$ cat src/rtl/csr_unit.sv
// csr_unit: machine-mode CSR file for tinyriscv
// RW/RS/RC access, counters, trap entry/mret, vectored trap target
module csr_unit #(
  parameter int unsigned     XLEN        = 32,
  parameter int unsigned     CNT_W       = 64,
  parameter logic [XLEN-1:0] MTVEC_RESET = '0,
  parameter int unsigned     HART_ID     = 0
) (
  input  logic            clk_i,
  input  logic            rst_ni,
  input  logic [1:0]      csr_op_i,
  input  logic [11:0]     csr_addr_i,
  input  logic [XLEN-1:0] csr_wdata_i,
  output logic [XLEN-1:0] csr_rdata_o,
  output logic            csr_illegal_o,
  input  logic            retire_i,
  input  logic            trap_i,
  input  logic [XLEN-1:0] trap_cause_i,
  input  logic [XLEN-1:0] trap_pc_i,
  input  logic [XLEN-1:0] trap_val_i,
  input  logic            mret_i,
  input  logic [2:0]      irq_i,
  output logic [XLEN-1:0] trap_target_o,
  output logic [XLEN-1:0] mepc_o,
  output logic            global_int_en_o,
  output logic            irq_pending_o
);

  localparam int unsigned CW2 = 2 * XLEN;

  localparam logic [1:0] OP_NONE = 2'b00;
  localparam logic [1:0] OP_RW   = 2'b01;
  localparam logic [1:0] OP_RS   = 2'b10;

  localparam logic [11:0] A_MSTATUS  = 12'h300;
  localparam logic [11:0] A_MISA     = 12'h301;
  localparam logic [11:0] A_MIE      = 12'h304;
  localparam logic [11:0] A_MTVEC    = 12'h305;
  localparam logic [11:0] A_MSCRATCH = 12'h340;
  localparam logic [11:0] A_MEPC     = 12'h341;
  localparam logic [11:0] A_MCAUSE   = 12'h342;
  localparam logic [11:0] A_MTVAL    = 12'h343;
  localparam logic [11:0] A_MIP      = 12'h344;
  localparam logic [11:0] A_MCYCLE   = 12'hB00;
  localparam logic [11:0] A_MCYCLEH  = 12'hB80;
  localparam logic [11:0] A_MINSTR   = 12'hB02;
  localparam logic [11:0] A_MINSTRH  = 12'hB82;
  localparam logic [11:0] A_CYCLE    = 12'hC00;
  localparam logic [11:0] A_CYCLEH   = 12'hC80;
  localparam logic [11:0] A_INSTR    = 12'hC02;
  localparam logic [11:0] A_INSTRH   = 12'hC82;
  localparam logic [11:0] A_MHARTID  = 12'hF14;

  localparam logic [XLEN-1:0] IRQ_MASK = XLEN'(32'h0000_0888);

  logic            mstatus_mie_q, mstatus_mie_d;
  logic            mstatus_mpie_q, mstatus_mpie_d;
  logic [XLEN-1:0] mie_q, mie_d;
  logic [XLEN-1:0] mip_q, mip_d;
  logic [XLEN-1:0] mtvec_q, mtvec_d;
  logic [XLEN-1:0] mscratch_q, mscratch_d;
  logic [XLEN-1:0] mepc_q, mepc_d;
  logic [XLEN-1:0] mcause_q, mcause_d;
  logic [XLEN-1:0] mtval_q, mtval_d;
  logic [CNT_W-1:0] mcycle_q, mcycle_d;
  logic [CNT_W-1:0] minstret_q, minstret_d;

  logic [CW2-1:0]  cyc_ext;
  logic [CW2-1:0]  ins_ext;
  logic [XLEN-1:0] rd_raw;
  logic [XLEN-1:0] wval;
  logic            mapped;
  logic            ro;
  logic            wnz;
  logic            csr_we;

  assign cyc_ext = CW2'(mcycle_q);
  assign ins_ext = CW2'(minstret_q);
  assign wnz     = |csr_wdata_i;

  // Address decode and read mux from registered state
  always_comb begin
    rd_raw = '0;
    mapped = 1'b1;
    ro     = 1'b0;
    unique case (csr_addr_i)
      A_MSTATUS: begin
        rd_raw[12:11] = 2'b11;
        rd_raw[7]     = mstatus_mpie_q;
        rd_raw[3]     = mstatus_mie_q;
      end
      A_MISA:     ro = 1'b1;
      A_MIE:      rd_raw = mie_q;
      A_MTVEC:    rd_raw = mtvec_q & ~XLEN'(2);
      A_MSCRATCH: rd_raw = mscratch_q;
      A_MEPC:     rd_raw = mepc_q;
      A_MCAUSE:   rd_raw = mcause_q;
      A_MTVAL:    rd_raw = mtval_q;
      A_MIP: begin
        rd_raw = mip_q;
        ro     = 1'b1;
      end
      A_MCYCLE:   rd_raw = cyc_ext[XLEN-1:0];
      A_MCYCLEH:  rd_raw = cyc_ext[CW2-1:XLEN];
      A_MINSTR:   rd_raw = ins_ext[XLEN-1:0];
      A_MINSTRH:  rd_raw = ins_ext[CW2-1:XLEN];
      A_CYCLE: begin
        rd_raw = cyc_ext[XLEN-1:0];
        ro     = 1'b1;
      end
      A_CYCLEH: begin
        rd_raw = cyc_ext[CW2-1:XLEN];
        ro     = 1'b1;
      end
      A_INSTR: begin
        rd_raw = ins_ext[XLEN-1:0];
        ro     = 1'b1;
      end
      A_INSTRH: begin
        rd_raw = ins_ext[CW2-1:XLEN];
        ro     = 1'b1;
      end
      A_MHARTID: begin
        rd_raw = XLEN'(HART_ID);
        ro     = 1'b1;
      end
      default:    mapped = 1'b0;
    endcase
  end

  // Legality, read data and read-modify-write value
  always_comb begin
    csr_illegal_o = (csr_op_i != OP_NONE) &&
                    (!mapped || (ro && (csr_op_i == OP_RW || wnz)));
    csr_rdata_o   = csr_illegal_o ? '0 : rd_raw;
    csr_we        = (csr_op_i != OP_NONE) && !csr_illegal_o &&
                    (csr_op_i == OP_RW || wnz);
    unique case (csr_op_i)
      OP_RW:   wval = csr_wdata_i;
      OP_RS:   wval = rd_raw | csr_wdata_i;
      default: wval = rd_raw & ~csr_wdata_i;
    endcase
  end

  // Next state: CSR write first, then mret and trap override shared fields
  always_comb begin
    mstatus_mie_d  = mstatus_mie_q;
    mstatus_mpie_d = mstatus_mpie_q;
    mie_d          = mie_q;
    mtvec_d        = mtvec_q;
    mscratch_d     = mscratch_q;
    mepc_d         = mepc_q;
    mcause_d       = mcause_q;
    mtval_d        = mtval_q;
    mip_d          = '0;
    mip_d[11]      = irq_i[2];
    mip_d[7]       = irq_i[1];
    mip_d[3]       = irq_i[0];
    mcycle_d       = mcycle_q + CNT_W'(1);
    minstret_d     = minstret_q + CNT_W'(retire_i);
    if (csr_we) begin
      unique case (csr_addr_i)
        A_MSTATUS: begin
          mstatus_mie_d  = wval[3];
          mstatus_mpie_d = wval[7];
        end
        A_MIE:      mie_d = wval & IRQ_MASK;
        A_MTVEC:    mtvec_d = wval;
        A_MSCRATCH: mscratch_d = wval;
        A_MEPC:     mepc_d = wval & ~XLEN'(1);
        A_MCAUSE:   mcause_d = wval;
        A_MTVAL:    mtval_d = wval;
        A_MCYCLE:
          mcycle_d = CNT_W'({cyc_ext[CW2-1:XLEN], wval});
        A_MCYCLEH:
          mcycle_d = CNT_W'({wval, cyc_ext[XLEN-1:0]});
        A_MINSTR:
          minstret_d = CNT_W'({ins_ext[CW2-1:XLEN], wval});
        A_MINSTRH:
          minstret_d = CNT_W'({wval, ins_ext[XLEN-1:0]});
        default: ;
      endcase
    end
    if (trap_i) begin
      mepc_d         = trap_pc_i & ~XLEN'(1);
      mcause_d       = trap_cause_i;
      mtval_d        = trap_val_i;
      mstatus_mpie_d = mstatus_mie_q;
      mstatus_mie_d  = 1'b0;
    end else if (mret_i) begin
      mstatus_mie_d  = mstatus_mpie_q;
      mstatus_mpie_d = 1'b1;
    end
  end

  // State registers
  always_ff @(posedge clk_i or negedge rst_ni) begin
    if (!rst_ni) begin
      mstatus_mie_q  <= 1'b0;
      mstatus_mpie_q <= 1'b0;
      mie_q          <= '0;
      mip_q          <= '0;
      mtvec_q        <= MTVEC_RESET;
      mscratch_q     <= '0;
      mepc_q         <= '0;
      mcause_q       <= '0;
      mtval_q        <= '0;
      mcycle_q       <= '0;
      minstret_q     <= '0;
    end else begin
      mstatus_mie_q  <= mstatus_mie_d;
      mstatus_mpie_q <= mstatus_mpie_d;
      mie_q          <= mie_d;
      mip_q          <= mip_d;
      mtvec_q        <= mtvec_d;
      mscratch_q     <= mscratch_d;
      mepc_q         <= mepc_d;
      mcause_q       <= mcause_d;
      mtval_q        <= mtval_d;
      mcycle_q       <= mcycle_d;
      minstret_q     <= minstret_d;
    end
  end

  // Vectored target adds 4*cause only for interrupts
  always_comb begin
    trap_target_o = {mtvec_q[XLEN-1:2], 2'b00};
    if (mtvec_q[0] && trap_cause_i[XLEN-1])
      trap_target_o = trap_target_o + {trap_cause_i[XLEN-3:0], 2'b00};
  end

  assign mepc_o          = mepc_q;
  assign global_int_en_o = mstatus_mie_q;
  assign irq_pending_o   = mstatus_mie_q && |(mie_q & mip_q);

endmodule

$ cat config.mk
export PLATFORM = sky130hd
export DESIGN_NAME = csr_unit
export DESIGN_NICKNAME = d
export VERILOG_FILES = /design/src/rtl/csr_unit.sv
export SDC_FILE = /design/constraint.sdc
export NUM_CORES = 1
export LEC_CHECK = 0
export CORE_ASPECT_RATIO = 0.8
export CORE_MARGIN = 2
export CORE_UTILIZATION = 40
export CTS_CLUSTER_SIZE = 12
export DETAILED_ROUTE_END_ITERATION = 16
export GPL_TIMING_DRIVEN = 0
export PLACE_DENSITY = 0.66
export SETUP_SLACK_MARGIN = 0.3
export SLEW_MARGIN = 20
export SYNTH_ARGS = -nofsm -noshare
export SYNTH_HDL_FRONTEND = slang
export SYNTH_SLANG_ARGS = --single-unit
$ cat constraint.sdc
create_clock -name clk_i -period 6.89 [get_ports clk_i]
set_clock_uncertainty 0.05 [all_clocks]
set_input_delay 1.378 -clock clk_i [delete_from_list [all_inputs] [get_ports clk_i]]
set_output_delay 1.378 -clock clk_i [all_outputs]
set_load 0.02 [all_outputs]
### Word-level counts from Yosys, hierarchy flattened

Index checks and enable logic that the tools add are counted.

* $add $sub $neg: 3
* eq/ne operators: 24
* multiplexer cells: 33
* bitwise operators: 4
* reduce and logical (&&, ||, !) cells: 32

Operators with widths (count)
* $mux W32: 11
* $pmux W64 S2: 2
* $pmux W19 S9: 1
* $mux W64: 2
* $eq A12 B10 Y1 const B: 9
* $eq A12 B12 Y1 const B: 9
* $pmux W3 S9: 3
* $add A64 B1 Y64: 1
* $add A64 B1 Y64 const B: 1
* $pmux W32 S2: 1
* $reduce_or A32 Y1: 2
* $add A32 B32 Y32: 1
* $and A32 B32 Y32: 1
* $not A32 Y32: 1
* $or A32 B32 Y32: 1
* $pmux W1 S12: 2
* $pmux W2 S12: 1
* $reduce_or A18 Y1: 1
* $reduce_and A2 Y1: 7
* $and A12 B12 Y12: 1
* $mux W1: 10
* $reduce_bool A2 Y1: 5
* $ne A2 B2 Y1 const B: 4
* $reduce_or A2 Y1: 4
* other kinds (7): 15

* bits in registers: 296
* input port bits: 150
* output and inout bits: 99
* logic and storage cells: 109

### Depth between registers and ports, before layout

Gate-level depths: netlist of run 1.

* depth in word-level cells: 12
* mapped depth: 14
* gate-level depth less buffers: 12

### Worst setup path before layout of run 1

Ideal clock, no wire load.

* path type: input-to-output
* start: in trap_cause_i[0]
* end: out trap_target_o[30]
* data arrival time: 4159 ps
* data required time: 5462 ps
* setup slack: 1303 ps
* stages: 12
* buffers on the path: 0
* cells stage by stage: ha_1 > inv_1 > fa_1 > nor2b_1 > o31a_1 > o22a_1 > a311o_1 > o311ai_0 > a21oi_1 > a311oi_1 > xor2_1 > o21ai_0

* cells in the longest elaborated chain, start to end: 2

RTL lines
* start: declaration: RTL line 18 `input logic [XLEN-1:0] trap_cause_i,`
* $add A32 B32 Y32: RTL line 229 `trap_target_o = trap_target_o + {trap_cause_i[XLEN-3:0], 2'b00};`
* $mux W32: RTL line 228 `if (mtvec_q[0] && trap_cause_i[XLEN-1])`
* end: declaration: RTL line 23 `output logic [XLEN-1:0] trap_target_o,`

No other way between the ends.

### Worst setup path in the final report of run 1

* start: in csr_addr_i[11]
* end: out csr_rdata_o[13]

* cells in the longest elaborated chain, start to end: 7

RTL lines
* start: declaration: RTL line 12 `input logic [11:0] csr_addr_i,`
* $eq A12 B12 Y1 / $eq A12 B10 Y1 (equally long branches): RTL line 86 `unique case (csr_addr_i)`
* $reduce_or A18 Y1 (no source line) / $reduce_or A7 Y1 (equally long branches)
* $mux W1: RTL line 86
* $logic_not A1 Y1 / $logic_and A1 B1 Y1 (equally long branches): RTL line 134 `(!mapped || (ro && (csr_op_i == OP_RW || wnz)));`
* $logic_or A1 B1 Y1: RTL line 134
* $logic_and A1 B1 Y1: RTL line 133 `csr_illegal_o = (csr_op_i != OP_NONE) &&`
* $mux W32 *: RTL line 135 `csr_rdata_o = csr_illegal_o ? '0 : rd_raw;`
* end: declaration: RTL line 14 `output logic [XLEN-1:0] csr_rdata_o,`

Mark *: on every way between the ends. The rest lies on a longest branch, timed or not.

==> summary.txt, run 1 <==
Yosys
  • Ys async rst share: 1.00
  • EDFF count, synth: 0
  • Avg Synthesized Cell Area: 8.60 um2
  • Most frequent cell after synthesis: sky130_fd_sc_hd__nand2_1
  • Count of cell types in the netlist: 92
  • Commonest cells in the netlist: sky130_fd_sc_hd__nand2_1 (341), sky130_fd_sc_hd__dfrtp_1 (294), sky130_fd_sc_hd__o21ai_0 (216)
  • Post-synthesis sequential element count: 294
  • Count of mapped cells out of synthesis: 2314
  • Yosys top cell by area: sky130_fd_sc_hd__dfrtp_1
  • Synth area leaders: sky130_fd_sc_hd__dfrtp_1 (37%), sky130_fd_sc_hd__nand2_1 (6.4%), sky130_fd_sc_hd__mux2i_1 (5.5%)
  • Netlist Area Pre-Place: 19900 um2
  • Most common flop cell mapped by yosys: sky130_fd_sc_hd__dfrtp_1
  • Share of the synthesized area in the top cell type: 0.370
  • Count of synthesis-stage warnings from yosys: 0
  • Sequential element share of the synthesized area: 0.370

Timing
  • Relative slew slack: 0.238
  • Number of setup violations in the final report: 0
  • Setup repair after global routing missed its margin: false
  • Post-route clock period utilization: 0.960
  • Maximum clock frequency: 151 MHz
  • Number of hold violations in the final report: 0
  • Final worst path period need: 6620 ps
  • Max-slew violation count: 0
  • Slew at the pin closest to its max-slew limit: 1130 ps

Power and ir drop
  • Part of the total power dissipated in combinational logic: 0.158
  • Static leakage: 10.0 nW
  • Sw frac: 0.301
  • Part of the power in the clock network: 0.416
  • Total chip power: 4.45 mW
  • NetSw: 1.34 mW
  • Portion of total power attributed to sequential cells: 0.426
  • Internal Power: 3.11 mW
  • Pwr Density: 180 nW/um2
  • Worst supply voltage drop on vdd: 0.148 mV

Final layout
  • Fraction of layout instances using a drive strength above 1: 0.108
  • Net count reported at finish: 2803
  • Post-route insts no fill: 3314
  • Layout area overhead: 24.4%

Die
  • Die area: 51500 um2
  • Placeable Area: 49400 um2
  • DIE WIDTH: 253 um
  • Vert. Die Dim: 203 um
  • IO Pins: 249
  • Starting density of the core: 0.403
  • Number of placement rows: 73

Placement
  • DP HPWL: 77.0 mm
  • Last weighted congestion value of the routability-driven placer: 1.07
  • Count of placed standard cells including taps: 3238
  • Number of port buffers: 241

Detailed routing
  • DRC violation total after the first TritonRoute iteration: 3756
  • Final Routed Wirelength: 99.5 mm
  • # DRC: 0
  • Number of nets with antenna violations after routing: 0
  • Routed WL per cell: 30.0 um
  • Routed via count: 21800
  • Routed vias/inst: 6.57
  • First drt pass iteration count: 8

CTS
  • TritonCTS Buffers: 35
  • H-tree Lvls: 2
  • Buffer type at the clock tree root: sky130_fd_sc_hd__clkbuf_16
  • Number of hold-repair buffers added at the cts stage: 0
  • Clock tree from TritonCTS: done
  • Worst-skew pair later-pin latency: 550 ps
  • Clock-pin transition on the worst setup and hold timing paths: 60 ps
  • Number of buffers between clock root and the deepest sink: 3
  • Clk sink count: 294

Critical path
  • Startpoint Class: input port
  • Startpoint-to-endpoint class of the critical path: input port to output pin
  • Cells along the critical path: clkdlybuf4s50_1 > nand4bb_1 > buf_2 > nor3_4 > buf_2 > a22oi_1 > nand3_1 > and2_1 > clkdlybuf4s50_1
  • Arrival time at the worst endpoint: 5190 ps
  • CP endpoint kind: output pin
  • Crit Path Max Fanout: 10
  • Critical Path RT: 5460 ps
  • Family with the most delay on the worst path: buffers and inverters
  • Count of buffering cells on the critical path with inverters included: 4
  • Critical Path Max Stage Delay: 660 ps
  • Slowest cell on the critical path: sky130_fd_sc_hd__clkdlybuf4s50_1

Global routing
  • GRT Total Usage: 0.379
  • Total grt overflow: 0
  • Pin count of the biggest net entering global routing: 97
  • Vias in the first global route: 20100
  • Number of antenna violations at the first check in global routing: 2
  • Wire length of the first global-routing pass: 141 mm

Worst hold path
  • Class of the most critical hold timing path: flop to flop

Outcome
  • Status: finished, final reports clean

Run
  • Count of maximum capacitance violations: 0
## repair_timing
action / CTS / global route
setup buffers: 7 / 11
gates resized for setup: 27 / 29
pin swaps: 4 / 7
endpoints found under the hold margin: 0 / 0
setup endpoints to repair: 37 / 36
## cell usage in the layout, fill, tap and decap left out, types with 9 or more instances in the layout
| master | count |
|---|---|
| sky130_fd_sc_hd__and2_1 | 33 |
| sky130_fd_sc_hd__nor2_1 | 187 |
| sky130_fd_sc_hd__o21ai_0 | 214 |
| sky130_fd_sc_hd__o21a_1 | 9 |
| sky130_fd_sc_hd__and3_1 | 34 |
| sky130_fd_sc_hd__or3_1 | 10 |
| sky130_fd_sc_hd__clkbuf_1 | 87 |
| sky130_fd_sc_hd__nor3_1 | 17 |
| sky130_fd_sc_hd__nand4_1 | 38 |
| sky130_fd_sc_hd__inv_1 | 39 |
| sky130_fd_sc_hd__mux2i_1 | 109 |
| sky130_fd_sc_hd__clkbuf_16 | 35 |
| sky130_fd_sc_hd__nand2b_1 | 10 |
| sky130_fd_sc_hd__buf_6 | 11 |
| sky130_fd_sc_hd__dfrtp_1 | 294 |
| sky130_fd_sc_hd__a222oi_1 | 24 |
| sky130_fd_sc_hd__a21o_1 | 14 |
| sky130_fd_sc_hd__nand3_1 | 91 |
| sky130_fd_sc_hd__nor4_1 | 12 |
| sky130_fd_sc_hd__clkdlybuf4s50_1 | 233 |
| sky130_fd_sc_hd__ha_1 | 35 |
| sky130_fd_sc_hd__nor2b_1 | 11 |
| sky130_fd_sc_hd__xor2_1 | 41 |
| sky130_fd_sc_hd__buf_2 | 38 |
| sky130_fd_sc_hd__a211oi_1 | 10 |
| sky130_fd_sc_hd__o22ai_1 | 26 |
| sky130_fd_sc_hd__a21oi_1 | 187 |
| sky130_fd_sc_hd__a22oi_1 | 60 |
| sky130_fd_sc_hd__xnor2_1 | 31 |
| sky130_fd_sc_hd__nand2_1 | 341 |
| sky130_fd_sc_hd__mux2_2 | 42 |
| sky130_fd_sc_hd__buf_4 | 33 |
| sky130_fd_sc_hd__o21ai_1 | 32 |
| sky130_fd_sc_hd__a211oi_4 | 20 |
| sky130_fd_sc_hd__and4_1 | 11 |
## final timing paths
kind / to / from / cells after the start / slack, ps
min: mscratch_q[26] / mscratch_q[26] / 1 / 460
max reg2reg: ins_ext[60] / ins_ext[0] / 11 / 2750
max in group asynchronous: mtval_q[28] / rst_ni / 2 / 5020
min reg2reg: mscratch_q[26] / mscratch_q[26] / 1 / 460
max: csr_rdata_o[13] / csr_addr_i[11] / 9 / 270
min in group asynchronous: mscratch_q[6] / rst_ni / 1 / 790
## cells by family after synthesis
group,synth area share
and+or+nand+nor,0.211
AOI/OAI and AO/OA,0.232
DFF,0.370
buffers and inverters,0.0455
muxes,0.0866
xor gates and xnor gates,0.0317
adders and majority gates,0.0230
other,0.000189
## power groups by stage
stage / clock (mW) / sequential, mW / combinational (mW)
3_3_place_gp: 0 / 1.92 / 0.655
5_1_grt: 1.91 / 1.90 / 0.735
4_1_cts: 1.84 / 1.89 / 0.678
6_report: 1.85 / 1.89 / 0.703
2_1_floorplan: 0 / 1.90 / 0.298
3_5_place_dp: 0 / 1.92 / 0.673
## sequential cells by signal (all words and copies together) (netlist names)
| signal | count |
|---|---|
| mtvec_q | 31 |
| mscratch_q | 32 |
| mtval_q | 32 |
| cyc_ext | 64 |
| mip_q | 3 |
| mepc_o | 31 |
| global_int_en_o | 1 |
| mcause_q | 32 |
| mstatus_mpie_q | 1 |
| ins_ext | 64 |
| mie_q | 3 |
## layout make-up
cell class                 count  area [um2]
fill                        4738       24700
multi-input combinational   1826       11800
sequential                   294        7360
timing repair buffer         265        2690
clock buffer                  50         972
tap                          675         845
buffer                       153         768
inverter                      42         158
clock inverter                 8         113
antenna                        1        2.50
## routing by layer
metal	up-vias	wire length, um	GRT usage
met3	277	14500	0.126
met1	10700	40700	0.543
met4	4	4700	0.162
li1	9062	-	-
met5	-	124	0
met2	1724	39500	0.514
## stage by stage
stage | instance area [um2] | utilization | worst slack (ps) | TNS (ps) | hold slack, ps
3_3_place_gp | 23200 | 0.469 | -9010 | -2659280 | 435
3_5_place_dp | 23300 | 0.472 | -1310 | -21780 | 443
2_1_floorplan | 19900 | - | 1300 | 0 | 419
4_1_cts | 24500 | 0.496 | 184 | 0 | 457
6_report | 24700 | 0.501 | 275 | 0 | 461
5_1_grt | 24700 | 0.501 | 287 | 0 | 479
Note: power is estimated with default switching activity, not from simulation.
==> run 2: changes to the inputs <==
Settings changed: CORE_ASPECT_RATIO 0.8 to 1.25.
==> summary.txt, run 2 (same netlist as run 1, synthesis figures left out) <==
Critical path
  • R2R setup slack: 2840 ps (+90 ps)
  • CP endpoint kind: output pin
  • Logic depth of the worst register-to-register path: 11 (unchanged)
  • Startpoint-to-endpoint class of the critical path: input port to output pin
  • Critical Path RT: 5460 ps (about the same)
  • Arrival time at the worst endpoint: 5140 ps (-50 ps)
  • Startpoint Class: input port
  • Crit Path Max Fanout: 10 (unchanged)
  • Worst r2r src: ins_ext[0]
  • Endpoint of the lowest-slack register-to-register path: ins_ext[60]

CTS
  • Worst-skew pair later-pin latency: 550 ps (about the same)
  • Buffer type at the clock tree root: sky130_fd_sc_hd__clkbuf_16
  • Clk sink count: 294 (unchanged)
  • Clock-pin transition on the worst setup and hold timing paths: 60 ps (about the same)
  • Clock tree from TritonCTS: done
  • Number of hold-repair buffers added at the cts stage: 0 (unchanged)
  • TritonCTS Buffers: 35 (unchanged)
  • H-tree Lvls: 2 (unchanged)
  • Number of buffers between clock root and the deepest sink: 3 (unchanged)

Timing
  • Number of setup violations in the final report: 0 (unchanged)
  • Relative slew slack: 0.228 (-0.0101)
  • Final worst path period need: 6570 ps (-42.8 ps)
  • Post-route worst hold slack: 455 ps (-5.68 ps)
  • Setup repair after global routing missed its margin: false
  • Maximum clock frequency: 152 MHz (+0.65%)
  • Slew at the pin closest to its max-slew limit: 1160 ps (+27.8 ps)
  • Setup slack after layout: 317 ps (+42.8 ps)
  • Post-route clock period utilization: 0.954 (-0.00621)
  • Max-slew violation count: 0 (unchanged)
  • Number of hold violations in the final report: 0 (unchanged)

Detailed routing
  • Routed WL per cell: 31.0 um (+3.3%)
  • Routed vias/inst: 6.43 (-2.2%)
  • Number of nets with antenna violations after routing: 0 (unchanged)
  • DRC violation total after the first TritonRoute iteration: 2512 (-33%)
  • First drt pass iteration count: 7 (-1)
  • Final Routed Wirelength: 102 mm (+2.5%)
  • Routed via count: 21100 (-3.0%)
  • # DRC: 0 (unchanged)

Global routing
  • Number of antenna violations at the first check in global routing: 5 (+3)
  • Wire length of the first global-routing pass: 145 mm (+2.4%)
  • Total grt overflow: 0 (unchanged)
  • Pin count of the biggest net entering global routing: 99 (+2.1%)
  • GRT Total Usage: 0.389 (+0.0107)
  • Vias in the first global route: 20800 (+3.7%)

Placement
  • Count of placed standard cells including taps: 3213 (-0.77%)
  • Number of port buffers: 241 (unchanged)
  • Last weighted congestion value of the routability-driven placer: 0.998 (-7.1%)
  • DP HPWL: 79.9 mm (+3.8%)
  • Worst-case setup slack after placement: -1210 ps (+96.5 ps)
  • Placed standard-cell area: 23300 um2 (-0.19%)

Final layout
  • Cell area after layout: 24700 um2 (about the same)
  • Fraction of layout instances using a drive strength above 1: 0.109 (+0.00126)
  • Register cell area after layout: 7360 um2 (unchanged)
  • Leading cell types in the layout, fill and taps excluded: sky130_fd_sc_hd__nand2_1 (341), sky130_fd_sc_hd__dfrtp_1 (294), sky130_fd_sc_hd__clkdlybuf4s50_1 (231)
  • Layout area overhead: 24.3% (about the same)
  • Most common cell after layout, fill and taps aside: sky130_fd_sc_hd__nand2_1
  • Net count reported at finish: 2798 (-0.18%)
  • Post-route insts no fill: 3287 (-0.81%)
  • Count of filler cells inserted in the layout: 4780 (+0.89%)
  • Multi-input gate area in the final layout: 11800 um2 (-0.40%)

Power and ir drop
  • Pwr Density: 185 nW/um2 (+3.0%)
  • Worst supply voltage drop on vdd: 0.172 mV (+17%)
  • Static leakage: 10.1 nW (+0.38%)

Worst hold path
  • Class of the most critical hold timing path: flop to flop
  • Cell depth of the worst hold path: 1 (unchanged)
  • Hold Path End: mscratch_q[8]
  • Launch instance of the worst min-delay path: mscratch_q[8]

Die
  • Number of placement rows: 91 (+25%)
  • Placeable Area: 49200 um2 (-0.46%)
  • Starting density of the core: 0.404 (+0.00185)
  • DIE WIDTH: 203 um (-20%)
  • IO Pins: 249 (unchanged)
  • Vert. Die Dim: 253 um (+25%)
  • Die area: 51500 um2 (unchanged)

Outcome
  • Status: finished, final reports clean

Run
  • Count of maximum capacitance violations: 0 (unchanged)
==> run 2: cell count changes in the layout (fill, tap and decap cells not counted), sizes merged, moves of 2 or more <==
| cell | previous run | this run |
|---|---|---|
| dlymetal6s2s | 4 | 7 |
| buf | 94 | 89 |
| clkinvlp | 0 | 3 |
| bufinv | 2 | 4 |
| clkbuf | 135 | 130 |
| clkdlybuf4s50 | 233 | 231 |
==> run 2: power breakdown <==
group	switching (mW)	total [mW]	internal (mW)
combinational	0.440	0.690	0.250
sequential	0.0918	1.89	1.80
clock	0.823	2.00	1.17
==> run 2: layout make-up <==
type	instances	area share
well taps	651	0.0330
repair buffers	259	0.107
flip-flops and latches	294	0.298
plain buffers	154	0.0310
inverters	42	0.00653
diodes	1	0.000101
clock inverters	14	0.00769
clock buffers	46	0.0404
multi-input cells	1826	0.477
==> run 2: repair_timing <==
| action | CTS | global route |
|---|---|---|
| pin swaps | 0 | 6 |
| setup buffers | 3 | 9 |
| gates resized for setup | 27 | 21 |
| endpoints found under the setup margin | 40 | 25 |
==> run 2: worst max-delay path by stage <==
| stage | start | endpoint | depth (start not counted) |
|---|---|---|---|
| 3_3_place_gp | rst_ni | ins_ext[28] | 1 |
| 3_5_place_dp | csr_addr_i[0] | csr_rdata_o[2] | 13 |
| 2_1_floorplan | trap_cause_i[0] | trap_target_o[30] | 12 |
| 5_1_grt | csr_op_i[1] | csr_rdata_o[17] | 13 |
| 4_1_cts | trap_cause_i[0] | trap_target_o[28] | 14 |
| 6_report | csr_addr_i[11] | csr_rdata_o[5] | 9 |
==> run 2: through the flow <==
stage / power, mW / setup TNS (ps) / utilization
2_1_floorplan: 2.20 / 0 / -
3_5_place_dp: 2.58 / -15690 / 0.473
5_1_grt: 4.67 / 0 / 0.502
3_3_place_gp: 2.57 / -2696390 / 0.470
6_report: 4.58 / 0 / 0.503
4_1_cts: 4.55 / 0 / 0.499
==> run 2: metal layers <==
metal,GRT usage,vias up,part of all wire
li1,-,9029,-
met1,0.464,10400,0.36
met2,0.652,1325,0.47
met3,0.0618,390,0.084
met4,0.254,2,0.078
met5,0,-,0.000088
==> run 2: critical path: stages <==
cell,delay [ps]
sky130_fd_sc_hd__clkdlybuf4s50_1,570
sky130_fd_sc_hd__nand4bb_1,530
sky130_fd_sc_hd__buf_2,350
sky130_fd_sc_hd__nor3_2,560
sky130_fd_sc_hd__buf_2,460
sky130_fd_sc_hd__a22oi_1,190
sky130_fd_sc_hd__nand3_1,170
sky130_fd_sc_hd__and2_1,270
sky130_fd_sc_hd__clkdlybuf4s50_1,650
